## config.mk

```make
export PLATFORM = sky130hd
export DESIGN_NAME = sindoku_input_conditioner
export DESIGN_NICKNAME = d
export VERILOG_FILES = /design/src/rtl/sindoku_input_conditioner.sv
export SDC_FILE = /design/constraint.sdc
export NUM_CORES = 1
export LEC_CHECK = 0
export ABC_AREA = 1
export BUFFER_PORTS_ARGS = -buffer_cell sky130_fd_sc_hd__buf_2
export CAP_MARGIN = 20
export CORE_MARGIN = 2
export CORE_UTILIZATION = 30
export CTS_BUF_LIST = sky130_fd_sc_hd__clkbuf_2 sky130_fd_sc_hd__clkbuf_4 sky130_fd_sc_hd__clkbuf_8
export DETAILED_ROUTE_END_ITERATION = 8
export PLACE_DENSITY_LB_ADDON = 0.12
export SYNTH_ARGS = -nofsm -noshare
export SYNTH_HDL_FRONTEND = slang
export SYNTH_HIERARCHICAL = 1
export SYNTH_SLANG_ARGS = --single-unit
```

## constraint.sdc

```tcl
create_clock -name Clk -period 2.7 [get_ports Clk]
set_input_delay 0.405 -clock Clk [delete_from_list [all_inputs] [get_ports Clk]]
set_output_delay 0.405 -clock Clk [all_outputs]
set_load 0.02 [all_outputs]
```

## src/rtl/sindoku_input_conditioner.sv

```systemverilog
// SINdoku input conditioner: button sync/debounce/auto-repeat into one-cycle
// pulses, plus a synchronised, range-checked switch value.
//
// Ports:
//   Clk, Reset (async, active-high)
//   Btn*_raw      : raw bouncy buttons (R, L, U, D, C, Check, Ack)
//   Sw[4:0]       : raw entry switches
//   R/L/U/D/C     : one-cycle move/enter pulses, at most one per cycle
//   CheckSolu/Ack : independent one-cycle pulses
//   userIn[4:0]   : last switch value in 0..9
//   userIn_valid  : synchronised switch value is 0..9

// Per-button conditioner: 2-flop sync, debounce FSM, optional auto-repeat.
// Ports: Clk, Reset, i_raw (async button), o_pulse (one-cycle, unregistered).
module sindoku_btn_fsm #(
    parameter int DB_CYCLES    = 500000,
    parameter int REPEAT_DELAY = 50000000,
    parameter int REPEAT_RATE  = 15000000,
    parameter int CNT_W        = 26,
    parameter bit REPEAT       = 1'b1
) (
    input  logic Clk,
    input  logic Reset,
    input  logic i_raw,
    output logic o_pulse
);
    typedef enum logic [2:0] {
        S_IDLE, S_WQ, S_PRESS, S_HOLD, S_RPT, S_WR
    } state_t;

    localparam logic [CNT_W-1:0] DB_LAST = CNT_W'(DB_CYCLES - 1);
    localparam logic [CNT_W-1:0] RD_LAST = CNT_W'(REPEAT_DELAY - 1);
    localparam logic [CNT_W-1:0] RR_LAST = CNT_W'(REPEAT_RATE - 1);
    localparam logic [CNT_W-1:0] CNT_MAX = {CNT_W{1'b1}};
    localparam logic [CNT_W-1:0] CNT_ONE = CNT_W'(1);

    state_t           r_state, w_state_nxt;
    logic [CNT_W-1:0] r_cnt, w_cnt_nxt, w_cnt_inc;
    logic             r_first, w_first_nxt;
    logic             r_s1, r_s2;

    // Counter saturates rather than wrapping (e.g. a long hold on C).
    assign w_cnt_inc = (r_cnt == CNT_MAX) ? r_cnt : r_cnt + CNT_ONE;

    always_ff @(posedge Clk or posedge Reset) begin
        if (Reset) begin
            r_s1    <= 1'b0;
            r_s2    <= 1'b0;
            r_state <= S_IDLE;
            r_cnt   <= '0;
            r_first <= 1'b0;
        end else begin
            r_s1    <= i_raw;
            r_s2    <= r_s1;
            r_state <= w_state_nxt;
            r_cnt   <= w_cnt_nxt;
            r_first <= w_first_nxt;
        end
    end

    // The pulse cycle itself counts toward the repeat interval, so HOLD is
    // entered with cnt=1: pulse-to-pulse spacing equals the parameter.
    always_comb begin
        w_state_nxt = r_state;
        w_cnt_nxt   = r_cnt;
        w_first_nxt = r_first;
        o_pulse     = 1'b0;
        unique case (r_state)
            S_IDLE: begin
                if (r_s2) begin
                    w_state_nxt = S_WQ;
                    w_cnt_nxt   = '0;
                end
            end
            S_WQ: begin
                if (!r_s2)                 w_state_nxt = S_IDLE;
                else if (r_cnt == DB_LAST) w_state_nxt = S_PRESS;
                else                       w_cnt_nxt   = w_cnt_inc;
            end
            S_PRESS: begin
                o_pulse     = 1'b1;
                w_state_nxt = S_HOLD;
                w_cnt_nxt   = CNT_ONE;
                w_first_nxt = 1'b1;
            end
            S_HOLD: begin
                if (!r_s2) begin
                    w_state_nxt = S_WR;
                    w_cnt_nxt   = '0;
                end else if (REPEAT &&
                             r_cnt == (r_first ? RD_LAST : RR_LAST)) begin
                    w_state_nxt = S_RPT;
                end else begin
                    w_cnt_nxt = w_cnt_inc;
                end
            end
            S_RPT: begin
                o_pulse     = 1'b1;
                w_state_nxt = S_HOLD;
                w_cnt_nxt   = CNT_ONE;
                w_first_nxt = 1'b0;
            end
            S_WR: begin
                if (r_s2) begin
                    w_state_nxt = S_HOLD;
                    w_cnt_nxt   = '0;
                end else if (r_cnt == DB_LAST) begin
                    w_state_nxt = S_IDLE;
                end else begin
                    w_cnt_nxt = w_cnt_inc;
                end
            end
            default: w_state_nxt = S_IDLE;
        endcase
    end
endmodule

module sindoku_input_conditioner #(
    parameter int DB_CYCLES    = 500000,
    parameter int REPEAT_DELAY = 50000000,
    parameter int REPEAT_RATE  = 15000000,
    parameter int CNT_W        = 26
) (
    input  logic       Clk,
    input  logic       Reset,
    input  logic       BtnR_raw,
    input  logic       BtnL_raw,
    input  logic       BtnU_raw,
    input  logic       BtnD_raw,
    input  logic       BtnC_raw,
    input  logic       BtnCheck_raw,
    input  logic       BtnAck_raw,
    input  logic [4:0] Sw,
    output logic       R,
    output logic       L,
    output logic       U,
    output logic       D,
    output logic       C,
    output logic       CheckSolu,
    output logic       Ack,
    output logic [4:0] userIn,
    output logic       userIn_valid
);
    logic [6:0] w_raw, w_pulse;
    logic [4:0] r_sw_s1, r_sw_s2;
    logic       w_sw_ok;
    logic       w_r, w_l, w_u, w_d, w_c;

    // Index 0..3 are the repeating move buttons.
    assign w_raw = {BtnAck_raw, BtnCheck_raw, BtnC_raw,
                    BtnD_raw, BtnU_raw, BtnL_raw, BtnR_raw};

    for (genvar gi = 0; gi < 7; gi++) begin : g_btn
        sindoku_btn_fsm #(
            .DB_CYCLES   (DB_CYCLES),
            .REPEAT_DELAY(REPEAT_DELAY),
            .REPEAT_RATE (REPEAT_RATE),
            .CNT_W       (CNT_W),
            .REPEAT      (gi < 4)
        ) u_btn (
            .Clk    (Clk),
            .Reset  (Reset),
            .i_raw  (w_raw[gi]),
            .o_pulse(w_pulse[gi])
        );
    end

    assign w_sw_ok = (r_sw_s2 <= 5'd9);

    // Losers of the move-group priority are dropped, never deferred.
    assign w_r = w_pulse[0];
    assign w_l = w_pulse[1] & ~w_pulse[0];
    assign w_u = w_pulse[2] & ~|w_pulse[1:0];
    assign w_d = w_pulse[3] & ~|w_pulse[2:0];
    assign w_c = w_pulse[4] & ~|w_pulse[3:0] & userIn_valid;

    always_ff @(posedge Clk or posedge Reset) begin
        if (Reset) begin
            r_sw_s1      <= '0;
            r_sw_s2      <= '0;
            userIn       <= '0;
            userIn_valid <= 1'b0;
            R            <= 1'b0;
            L            <= 1'b0;
            U            <= 1'b0;
            D            <= 1'b0;
            C            <= 1'b0;
            CheckSolu    <= 1'b0;
            Ack          <= 1'b0;
        end else begin
            r_sw_s1      <= Sw;
            r_sw_s2      <= r_sw_s1;
            userIn_valid <= w_sw_ok;
            if (w_sw_ok) userIn <= r_sw_s2;
            R            <= w_r;
            L            <= w_l;
            U            <= w_u;
            D            <= w_d;
            C            <= w_c;
            CheckSolu    <= w_pulse[5];
            Ack          <= w_pulse[6];
        end
    end
endmodule
```

==> results.toml, run 1 <==
[outcome]
status = "completed"

[worst_hold_path]
hp-class = "reg -> reg"
hold_end = "r_sw_s2[3]"
min_path_cells = 0
hp-start = "r_sw_s1[3]"

[critical_path]
crit_required_ns = 3.21
cp_slowest_cell = "dfrtp_1"
cp_cell_sequence = "ha_1 > nand2_2 > nor2_4 > nand2_4 > a21oi_4 > nand4_4 > nand2_4 > nor2_1 > nand3b_1 > nand2_1"
r2r_setup_slack_ns = 0.35
slowest_delay_ns = 0.47
r2r-end = "g_btn[1].u_btn/r_cnt[24]"
ff2ff_path_depth = 10
cp.arrival_ns = 2.86
critPathKind = "reg -> reg"
path_max_fanout = 35
cpMostUsedCell = "nand2_4"
timing.rr.start = "g_btn[1].u_btn/r_cnt[0]"
start_kind = "register"
end_kind = "register"

[global_routing]
grt_max_degree = 36
use_met1_pct = 27.2
grt_pass1_vias = 17800
grt_usage_pct = 19.1
grt_util_met3_pct = 2.97
grt_overflow = 0
top_usage_layer = "met2"
antenna_found_initial = 3
grt_pass1_wl_um = 98300
grtUsageMet2_pct = 29.7

[routing]
dr.pass1.iters = 6
wirelength_um = 60300
vias_per_cell = 4.91
dr_total_vias = 18300
wire_per_inst_um = 16.2
antenna_left = 0
drt-initial-drc-count = 1494
drc = 0

[floorplanning]
coreArea_sq_um = 61400
die_height_um = 253
top_level_ports = 27
rows = 91
die-area_sq_um = 63800
die_width_um = 253
start_util_pct = 30.2

[sta]
max_freq_ghz = 0.425
tns_ns = 0
tightest_slew_ns = 0.868
min_period_over_period_pct = 87.2
finalHoldViolations = 0
fin_crit_ns = 2.35
slew_headroom_pct = 41.7
slew_viol_final = 0
rsz0062_at_grt = "no"
setup_viol = 0
finClkSkew_ns = 0.0234

[cts]
cts_root_buffer = "clkbuf_8"
cts_tree = "built"
numCtsBuffers = 50
cts_resized = 0
insertion_delay_ns = 0.64
htreeDepth = 2
post_cts_buffers = 0
clock-sinks = 244
path_clk_slew_ns = 0.05
clockBufferDepth = 3
hold_buffers = 13

[job]
maxCapViolCount = 0

[finish]
synthToLayoutAreaGrowth_pct = 11.9
final_layout_size_suffix_gt1_share_pct = 11.5
final_util_pct = 33.8
fin_nets = 2912

[power]
power_density_nw_per_um2 = 648
ir_drop_mv = 0.577
power_mw = 13.4
leakage_nw = 9.87

[synthesis]
synth_mux_area_share_pct = 0
synth_top_area_share_pct = 32.9
synth-compound-area-share_pct = 12.4
yosys.area.top_type = "dfrtp_1"
synth.area.top_cells = "dfrtp_1, nand2_1, nor2_1, nand3_1, inv_1"
yosysSeqAreaShare_pct = 32.9
ys_ff_latch = 244
synthFlopType = "dfrtp_1"
synth_top_family_by_area = "simple AND/OR/NAND/NOR gates"
yosys.cell_types.count = 51
yosysMostFrequentCell = "nand2_1"
synthCells = 2811
yosys.area_share.simple_pct = 42.0
synthesis.area_sq_um = 18600
synth_edf_count = 0
syn_area_per_cell_sq_um = 6.60
synth_commonest_cells = "nand2_1, nor2_1, inv_1"
synth_xor_area_share_pct = 3.16
async_reset_ff_share_pct = 100
syn-num-nets = 2832
synthAdderAreaFrac_pct = 0.472
yosys_warnings = 6

[placement]
gp_congestion = 0.913
dp_hpwl_um = 45100
io_buffer_count = 26
-- cell usage in the layout, fill, tap and decap left out, types with 18 or more instances in the layout --
cell	instances
nor2_1	354
buf_4	42
nand4_1	54
clkbuf_8	67
dfrtp_1	244
xor2_1	47
inv_1	302
o21ai_0	107
clkbuf_4	18
a21oi_1	61
xnor2_1	20
nand2_2	33
nor3_1	60
nand3_1	230
o21ai_1	19
o21ai_2	49
o31ai_1	48
buf_2	26
nand2_1	951
o21bai_1	24
nor2_2	24
-- worst max-delay path by stage --
stage                          endpoint  slack (ns)               startpoint  cells after the start
2_1_floorplan  g_btn[0].u_btn/r_cnt[18]        0.98  g_btn[0].u_btn/r_cnt[0]                     10
3_3_place_gp   g_btn[3].u_btn/r_cnt[24]        0.40  g_btn[3].u_btn/r_cnt[0]                     10
3_5_place_dp   g_btn[1].u_btn/r_cnt[18]        0.36  g_btn[1].u_btn/r_cnt[0]                     10
4_1_cts        g_btn[1].u_btn/r_cnt[24]        0.36  g_btn[1].u_btn/r_cnt[0]                     10
5_1_grt         g_btn[1].u_btn/r_cnt[2]        0.14  g_btn[1].u_btn/r_cnt[0]                     10
6_report       g_btn[1].u_btn/r_cnt[24]        0.35  g_btn[1].u_btn/r_cnt[0]                     10
-- logic make-up after synthesis --
logic type	Yosys count
flops	244
buf+inv	372
xor+xnor	67
fa+ha+maj	7
compound gates	353
simple gates	1768
-- sequential cells by signal (all words and copies together) (netlist names) --
signal               count
D                        1
L                        1
r_sw_s2                  5
g_btn.u_btn/r_s2         7
g_btn.u_btn/r_cnt      182
Ack                      1
U                        1
userIn                   5
g_btn.u_btn/r_s1         7
R                        1
g_btn.u_btn/r_first      4
CheckSolu                1
C                        1
userIn_valid             1
r_sw_s1                  5
g_btn.u_btn/r_state     21
-- report_power, final --
group          switching (mW)  internal, mW  leakage (nW)  total (mW)
clock network            1.78          2.45         0.592        4.24
registers               0.488          4.00          3.30        4.49
logic                    3.51          1.21          5.98        4.71
total                    5.78          7.66          9.87        13.4
-- stage by stage --
step | worst slack, ns | hold slack, ns | cells | cell area (sq um)
after floorplan | 0.981 | 0.331 | 2811 | 18600
after global placement | 0.398 | 0.331 | 3616 | 19500
after detailed placement | 0.364 | 0.335 | 3616 | 19500
after CTS | 0.363 | 0.347 | 3722 | 20700
after global routing | 0.137 | 0.353 | 3724 | 20800
final | 0.347 | 0.346 | 3724 | 20800
-- per-layer routing --
metal,wire length [um],vias to the layer above
met3,2710,96
met4,1440,2
met5,11,-
met1,29800,8499
met2,26400,396
li1,-,9276
-- layout make-up --
| class | count | area [sq um] |
|---|---|---|
| repair buffers | 81 | 576 |
| multi-input cells | 2195 | 10800 |
| well taps | 790 | 988 |
| clock buffers | 85 | 1060 |
| flip-flops and latches | 244 | 6110 |
| fillers | 6762 | 40600 |
| diodes | 2 | 5.00 |
| clock inverters | 8 | 42.5 |
| inverters | 319 | 1210 |
-- critical path: cells and delay by family, from the launching register on --
family                   cells  cell delay (ns)
adder cells (fa/ha/maj)      1             0.29
AND/OR/NAND/NOR              8             1.28
flip-flops                   1             0.47
AO/OA/AOI/OAI                1             0.17
Power figures use the tool's default switching activity.
==> run 2, diff against run 1 <==
==> constraint.sdc (replaced) <==
create_clock -name Clk -period 2.3 [get_ports Clk]
set_input_delay 0.345 -clock Clk [delete_from_list [all_inputs] [get_ports Clk]]
set_output_delay 0.345 -clock Clk [all_outputs]
set_load 0.02 [all_outputs]
==> run 2 against run 1 <==
Cell count up 0.75%; clock power up 23%; total power rose by 21%; critical path depth down 1; sequential share of layout area down 0.48 points; global-route usage decreased by 0.075 points; setup slack got worse by 0.15 ns; largest power group unchanged.
==> results.toml, run 2 (synthesis gave the netlist of run 1 again) <==
[floorplanning]
die_height_um = 253
die_width_um = 253
coreArea_sq_um = 61400
start_util_pct = 30.2
rows = 91
top_level_ports = 27
die-area_sq_um = 63800

[placement]
dp_cells = 3644
dp_hpwl_um = 45100
io_buffer_count = 26
gp_congestion = 0.948

[sta]
max_freq_ghz = 0.476
holdWs_ns = 0.342
fin_crit_ns = 2.10
slew_headroom_pct = 54.7
min_period_over_period_pct = 91.3
tightest_slew_ns = 0.675
slew_viol_final = 0
tns_ns = 0
finalHoldViolations = 0
finClkSkew_ns = 0.0211
setup_viol = 0

[routing]
dr.pass1.iters = 5
drt-initial-drc-count = 1291
vias_per_cell = 4.89
wirelength_um = 60100
dr_total_vias = 18300
antenna_left = 0
wire_per_inst_um = 16.0
drc = 0

[critical_path]
critPathKind = "reg -> reg"
end_kind = "register"
crit_required_ns = 2.82
cp.arrival_ns = 2.62
path_max_fanout = 6
start_kind = "register"
timing.rr.start = "g_btn[0].u_btn/r_cnt[1]"
worstSetupStartpoint = "g_btn[0].u_btn/r_cnt[1]"

[finish]
reg.largest.list = "g_btn.u_btn/r_cnt x182, g_btn.u_btn/r_state x21"
top_register = "g_btn.u_btn/r_cnt"
final_common_cell = "nand2_1"
final_cell_mix = "nand2_1, nor2_1, inv_1, dfrtp_1, nand3_1"
synthToLayoutAreaGrowth_pct = 13.7
fin_nets = 2941
final_layout_size_suffix_gt1_share_pct = 12.5
fin_cells = 3752
largest_register_ffs = 182

[cts]
clockBufferDepth = 3
cts_tree = "built"
cts_root_buffer = "clkbuf_8"
htreeDepth = 2
post_cts_buffers = 0
clock-sinks = 244
numCtsBuffers = 51
path_clk_slew_ns = 0.06
insertion_delay_ns = 0.64

[power]
comb_power_share_pct = 36.0
p_switching_mw = 6.86
power_density_nw_per_um2 = 772
ir_drop_mv = 0.653
p_seq_share_pct = 32.0
p_clk_share_pct = 32.0
leakage_nw = 10.1
power_switching_share_pct = 42.1
power_mw = 16.3
power.internal_mw = 9.44

[worst_hold_path]
hp-class = "reg -> reg"
hp-start = "g_btn[2].u_btn/r_s1"

[global_routing]
grt_pass1_vias = 18000
antenna_found_initial = 2
grt_pass1_wl_um = 98200
grt_overflow = 0
grt_usage_pct = 19.1
grt_max_degree = 33

[job]
maxCapViolCount = 0

[outcome]
status = "completed"
## run 2: cell type report
type                       count  area [sq um]
antenna                        1          2.50
clock buffer                  84          1060
clock inverter                10           100
fill                        6651         40300
inverter                     319          1210
multi-input combinational   2195         10800
sequential                   244          6110
tap                          790           988
timing repair buffer         109           848
## run 2: power by group through the flow
stage                     Clock [mW]  Sequential, mW  Combinational, mW
final                           5.22            5.22               5.86
after global routing            5.66            5.28               6.57
after CTS                       5.51            5.21               5.88
after detailed placement           0            5.28               5.84
after global placement             0            5.27               5.85
after floorplan                    0            5.17               4.00
## run 2: final timing paths
kind                                             end  slack (ns)  cells after the start
setup / recovery           g_btn[0].u_btn/r_state[1]        0.20                      9
hold / removal                   g_btn[2].u_btn/r_s2        0.34                      0
setup reg to reg           g_btn[0].u_btn/r_state[1]        0.20                      9
hold reg to reg                  g_btn[2].u_btn/r_s2        0.34                      0
max in group asynchronous   g_btn[2].u_btn/r_cnt[23]        1.36                      4
min in group asynchronous   g_btn[2].u_btn/r_cnt[18]        0.41                      3
## run 2: stage by stage
stage          instance area (sq um)  util [%]  setup slack, ns
2_1_floorplan                  18600         -            0.581
3_3_place_gp                   19800      32.2            0.145
3_5_place_dp                   19800      32.2            0.149
4_1_cts                        21100      34.3            0.125
5_1_grt                        21100      34.4         -0.00444
6_report                       21100      34.4            0.200
## run 2: per-layer routing
metal  global-route usage [%]  part of all wire [%]  wire [um]
met5                        0                 0.022         13
met3                     2.80                   4.7       2830
met4                     5.33                   2.0       1230
met2                     30.6                    45      26700
met1                     26.6                    49      29300
## run 2: what timing repair did
action,CTS,global route
endpoints found under the setup margin,0,10
gates resized for setup,0,4
hold endpoints to repair,232,0
hold buffers,13,0
## run 2: critical path, cell delays in order (launching register included)
cell	delay [ns]
dfrtp_1	0.42
ha_1	0.28
nand2_2	0.09
nor2_4	0.18
inv_1	0.12
nor2_2	0.21
nand2_1	0.09
o21ai_0	0.08
nand3_1	0.23
o21ai_0	0.28
